<file path="config.mk">
export PLATFORM = sky130hd
export DESIGN_NAME = id_ex_stage
export DESIGN_NICKNAME = d
export VERILOG_FILES = /design/src/rtl/id_ex_stage.sv
export SDC_FILE = /design/constraint.sdc
export NUM_CORES = 1
export LEC_CHECK = 0
export CELL_PAD_IN_SITES_DETAIL_PLACEMENT = 1
export CELL_PAD_IN_SITES_GLOBAL_PLACEMENT = 2
export CORE_ASPECT_RATIO = 1.1
export CORE_MARGIN = 1
export CORE_UTILIZATION = 29
export CTS_BUF_LIST = sky130_fd_sc_hd__clkbuf_2
export DETAILED_ROUTE_END_ITERATION = 6
export GPL_ROUTABILITY_DRIVEN = 0
export GPL_TIMING_DRIVEN = 0
export PLACE_DENSITY = 0.87
export SLEW_MARGIN = 10
export SYNTH_ARGS = -nofsm -noshare
export SYNTH_HDL_FRONTEND = slang
export SYNTH_SLANG_ARGS = --single-unit
export TNS_END_PERCENT = 20
</file>
<file path="constraint.sdc">
create_clock -name clk -period 6.9 [get_ports clk]
set_clock_uncertainty 0.15 [all_clocks]
set_input_delay 0.69 -clock clk [delete_from_list [all_inputs] [get_ports clk]]
set_output_delay 0.69 -clock clk [all_outputs]
set_load 0.05 [all_outputs]
</file>
<file path="src/rtl/id_ex_stage.sv">
// ID/EX pipeline register with load-use interlock, deferred flush and saturating perf counters.
// One-cycle ID->EX latency; ex_hold freezes the register and stall_id holds PC and IF/ID.
module id_ex_stage #(
  parameter int CNT_W = 32
) (
  input  logic             clk,
  input  logic             rstn,
  input  logic             id_valid,
  input  logic [31:0]      id_pc,
  input  logic [4:0]       id_rs1,
  input  logic [4:0]       id_rs2,
  input  logic [4:0]       id_rd,
  input  logic             id_use_rs1,
  input  logic             id_use_rs2,
  input  logic [15:0]      id_ctrl,
  input  logic [31:0]      id_rd1,
  input  logic [31:0]      id_rd2,
  input  logic [31:0]      id_imm,
  input  logic             ex_hold,
  input  logic             flush,
  output logic             stall_id,
  output logic             ex_valid,
  output logic [31:0]      ex_pc,
  output logic [4:0]       ex_rs1,
  output logic [4:0]       ex_rs2,
  output logic [4:0]       ex_rd,
  output logic [15:0]      ex_ctrl,
  output logic [31:0]      ex_rd1,
  output logic [31:0]      ex_rd2,
  output logic [31:0]      ex_imm,
  output logic [CNT_W-1:0] stall_cnt,
  output logic [CNT_W-1:0] flush_cnt
);

  localparam logic [1:0] WD_MEM = 2'b01;

  logic flush_pend;
  logic ld_use;
  logic eff_flush;
  logic ex_is_load;
  logic rs1_hit;
  logic rs2_hit;

  // A load in EX whose destination feeds the ID instruction needs one bubble.
  assign ex_is_load = ex_valid & ex_ctrl[15] & (ex_ctrl[12:11] == WD_MEM) & (ex_rd != 5'd0);
  assign rs1_hit    = id_use_rs1 & (id_rs1 == ex_rd);
  assign rs2_hit    = id_use_rs2 & (id_rs2 == ex_rd);
  assign ld_use     = id_valid & ex_is_load & (rs1_hit | rs2_hit);

  // A flush seen while held is remembered and applied on the first unheld edge.
  assign eff_flush  = (flush | flush_pend) & ~ex_hold;
  assign stall_id   = ex_hold | (ld_use & ~eff_flush);

  always_ff @(posedge clk or negedge rstn) begin
    if (!rstn) begin
      ex_valid   <= 1'b0;
      ex_pc      <= '0;
      ex_rs1     <= '0;
      ex_rs2     <= '0;
      ex_rd      <= '0;
      ex_ctrl    <= '0;
      ex_rd1     <= '0;
      ex_rd2     <= '0;
      ex_imm     <= '0;
      stall_cnt  <= '0;
      flush_cnt  <= '0;
      flush_pend <= 1'b0;
    end else if (ex_hold) begin
      if (flush) flush_pend <= 1'b1;
    end else if (eff_flush || ld_use) begin
      ex_valid <= 1'b0;
      ex_pc    <= '0;
      ex_rs1   <= '0;
      ex_rs2   <= '0;
      ex_rd    <= '0;
      ex_ctrl  <= '0;
      ex_rd1   <= '0;
      ex_rd2   <= '0;
      ex_imm   <= '0;
      if (eff_flush) begin
        flush_pend <= 1'b0;
        if (flush_cnt != '1) flush_cnt <= flush_cnt + CNT_W'(1);
      end else begin
        if (stall_cnt != '1) stall_cnt <= stall_cnt + CNT_W'(1);
      end
    end else begin
      ex_valid <= id_valid;
      ex_pc    <= id_pc;
      ex_rs1   <= id_rs1;
      ex_rs2   <= id_rs2;
      ex_rd    <= id_rd;
      ex_ctrl  <= id_valid ? id_ctrl : 16'h0000;
      ex_rd1   <= id_rd1;
      ex_rd2   <= id_rd2;
      ex_imm   <= id_imm;
    end
  end

endmodule

</file>
# After elaboration in Yosys (flattened, before gate mapping)
# Cells that the tools add are included.
# word_totals
register_bits	225
out_inout_bits	225
wordCells	55
# classes
add_sub_neg	2
eq_ne	6
muxes	14
bitwise_logic	14
n_reduce_logical	7
# ops
cell	count
2-to-1 mux 32 bit	4
adder 32 x 1 -> 32 bit (second input constant)	2
!= test 32 bit (second input constant)	2
2-to-1 mux 16 bit	2
2-to-1 mux 5 bit	3
equality test 5 bit	2
AND 1 bit	9
AND reduction 4 bit	2
2-to-1 mux 1 bit	5
nonzero test 5 bit	1
nonzero test 2 bit	2
OR 1 bit	3
AND reduction 3 bit	1
equality test 2 x 1 -> 1 bit (second input constant)	1
!= test 2 x 1 -> 1 bit (second input constant)	1
NOT 1 bit	2
logical OR 1 bit	1

# Logic depth before layout (Yosys ltp)
# logic_depth
ltp_word	8
ltp_mapped	8
depth_no_buf	7

# Least setup slack after synthesis
# Ideal clock, no wire load.
# synth_path
path_kind	flip-flop to output port
from	reg ex_rd[1]
to	out stall_id
t_arrival_ns	1.932
required_ns	6.060
path_slack_ns	4.128
path_stages_with_launch	5
path_buffers	0
cell_sequence	dfrtp_1 -> or4_1 -> o211a_1 -> and2_1 -> a21o_1
# synth_via
elab_chain_cells	6
# synth_lines
item	line	text
from (decl)	26	output logic [4:0] ex_rd,
from (signal assigned)	91	ex_rd <= id_rd;
equality test 5 bit, or another cell as far along	46	assign rs1_hit = id_use_rs1 & (id_rs1 == ex_rd);
AND 1 bit (on tied branches)	46, 45, 47	
OR 1 bit / AND 1 bit (equally long branches)	48	assign ld_use = id_valid & ex_is_load & (rs1_hit | rs2_hit);
AND 1 bit *	48	
AND 1 bit *	52	assign stall_id = ex_hold | (ld_use & ~eff_flush);
OR 1 bit *	52	
to (decl)	21	output logic stall_id,
# Mark *: on every way between the ends. The rest lies on a longest branch, timed or not.

# Worst setup path in the final report
# layout_path
from	in ex_hold
to	out stall_id
# layout_via
elab_chain_cells	5
# layout_lines
item	line	text
from (decl)	19	input logic ex_hold,
NOT 1 bit (no source line)	n/a	
AND 1 bit	51	assign eff_flush = (flush | flush_pend) & ~ex_hold;
NOT 1 bit (no source line)	n/a	
AND 1 bit	52	
OR 1 bit *	52	
# Marks and branches as above.

==> qor.yml <==
path_common_cell: "clkbuf_1"
cts_tree: "done"
grtUsageTotal_pct: 19.8
antenna_left: 0
overflow: 0
place_inst: 1421
drive_above_1_share_pct: 9.18
viasPerCell: 4.87
cp_slowest_cell: "clkdlybuf4s50_1"
clockRootBuffer: "clkbuf_2"
via_count: 7463
post-cts-setup-buffer-count: 0
ys.flop_type: "dfrtp_1"
layout_commonest_cell: "clkdlybuf4s50_1"
drt_wl_total_mm: 30.5
synth_edf_count: 0
placed_area_um2: 13200
worstPathArrival_ns: 3.68
end_kind: "output port"
power.density_nw_per_um2: 235
dp_slack_ns: 2.28
ys_seq_area_share_pct: 64.4
internal_power_uw: 2130
p_sw_uw: 1110
combPwrFrac_pct: 23.4
pwr-share-clk_pct: 31.2
layout.nets: 1280
fin_area_um2: 13800
tns_ns: 0
post-route-drc-count: 0
grt_pass1_vias: 8274
p_seq_share_pct: 45.4
synth_cell_type_count: 36
cp_max_fo: 10
drt_iter0_markers: 294
clk_pin_slew_ns: 0.11
synth_area_um2: 8750
min_path_type: "in -> reg"
report.final.slew_viol_count: 0
max_clock_freq_mhz: 221
clk_latency_ns: 0.80
row_count: 66
cp.required_ns: 6.06
port_buffers: 390
whs_ns: 0.317
worst_slack_ns: 2.38
final_cell_mix: "clkdlybuf4s50_1 (389), dfrtp_1 (225), a22o_1 (159)"
synth_area_per_cell_um2: 13.4
die_x_um: 168
htreeDepth: 2
crit_type: "in -> out"
fin_crit_ns: 4.52
dpl.hpwl_mm: 22.5
worstMarginPinSlew_ns: 1.09
hold_viol: 0
p_leak_uw: 0.00619
start_util_pct: 29.5
synth_warnings: 0
stdcell_count: 1532
hold_buffers: 3
status: "finished clean"
ir_drop_mv: 0.102
die_h_um: 184
max_cap_violations: 0
grt_start_max_net_pins: 107
area.growth.synth_to_final_pct: 57.7
setup_viol: 0
crit_chain: "clkdlybuf4s50_1 > clkbuf_1 > clkbuf_1 > clkbuf_1 > a21o_1 > clkdlybuf4s50_1"
rsz0062_at_grt: "no"
dieArea_um2: 30900
io_pins: 391
startpoint_type: "input pin"
synth-seq-cells: 225
cts_buffers: 60
core_um2: 29600
clock-sinks: 225
clock_path_buffers: 3
antenna_found_initial: 3
first_pass_iters: 4
p_sw_share_pct: 34.2
cts_repair_resize_count: 0
max_stage_delay_ns: 0.82
relSlewSlack_pct: 27.1
grt_pass1_wl_mm: 47.6
wl_per_cell_um: 19.9
syn-instance-count: 655
min_period_over_period_pct: 65.5
synth_nets: 823
async_reset_ff_share_pct: 100
[power by group through the flow]
stage                     registers (uW)  clock network (uW)  logic [uW]
after global placement              1490                   0         750
final                               1470                1010         758
after floorplan                     1770                   0         124
after global routing                1480                1120         793
after CTS                           1470                1060         767
after detailed placement            1490                   0         764
[final timing paths]
check | from | to | slack, ns | cells after the start
max in group asynchronous | rstn | ex_rd2[9] | 5.11 | 4
hold / removal | id_ctrl[8] | ex_ctrl[8] | 0.32 | 2
hold reg to reg | stall_cnt[26] | stall_cnt[26] | 0.35 | 1
setup reg to reg | ex_rd[1] | ex_rd1[29] | 3.53 | 6
min in group asynchronous | rstn | stall_cnt[30] | 0.67 | 3
setup / recovery | ex_hold | stall_id | 2.38 | 6
[synthesized netlist by cell type, drive strengths merged (3+ instances only)]
master / instances / area [um^2]
nand2: 24 / 90.1
clkbuf: 31 / 116
xnor2: 46 / 403
nor2: 13 / 48.8
and2: 5 / 31.3
inv: 4 / 15.0
and4: 5 / 43.8
nand4: 21 / 131
nor4: 7 / 43.8
nand3: 24 / 120
buf: 10 / 48.8
xor2: 26 / 228
nor4b: 3 / 26.3
nor3: 17 / 85.1
and3: 11 / 68.8
a22o: 159 / 1390
dfrtp: 225 / 5630
[registers in the layout, indices dropped and copies added (netlist names)]
name and count:
ex_ctrl 16, ex_pc 32, ex_rd2 32, ex_rd 5, flush_cnt 32, ex_rs1 5
ex_rd1 32, stall_cnt 32, ex_imm 32, ex_rs2 5, ex_valid 1, flush_pend 1
[cell families (layout without fill, tap and decap cells)]
family / after synthesis / count (layout) / synth area share (%)
buf+inv: 45 / 545 / 2.06
simple gates: 143 / 143 / 9.07
compound gates: 166 / 166 / 16.7
flops: 225 / 225 / 64.4
mux: 2 / 2 / 0.257
fa+ha+maj: 2 / 2 / 0.286
xor+xnor: 72 / 72 / 7.21
other cells: 0 / 3 / 0
[final cells by class]
cell class,instances,area [um^2]
fill,3194,15900
sequential,225,5630
timing repair buffer,395,3990
multi-input combinational,385,2940
tap,374,468
clock buffer,82,410
clock inverter,23,170
buffer,41,165
inverter,4,15.0
antenna,3,7.51
[through the flow]
step / util [%] / power (uW)
global route: 46.5 / 3400
CTS: 46.5 / 3300
detailed placement: 44.5 / 2260
global placement: 44.2 / 2240
floorplan: - / 1890
finish: 46.5 / 3240
[worst max-delay path, delay by kind of cell]
kind / cells / cell delay [ns]
buffers and inverters: 5 / 2.85
AO/OA/AOI/OAI: 1 / 0.13
[routing by layer]
metal	track usage [%]	share of wire, %	routed length (um)
met5	0	0	0
met1	23.3	40	12400
met2	33.5	50	15100
met3	5.97	6.9	2110
met4	8.26	3.1	932
No activity file was read; power rests on OpenSTA's default activity.
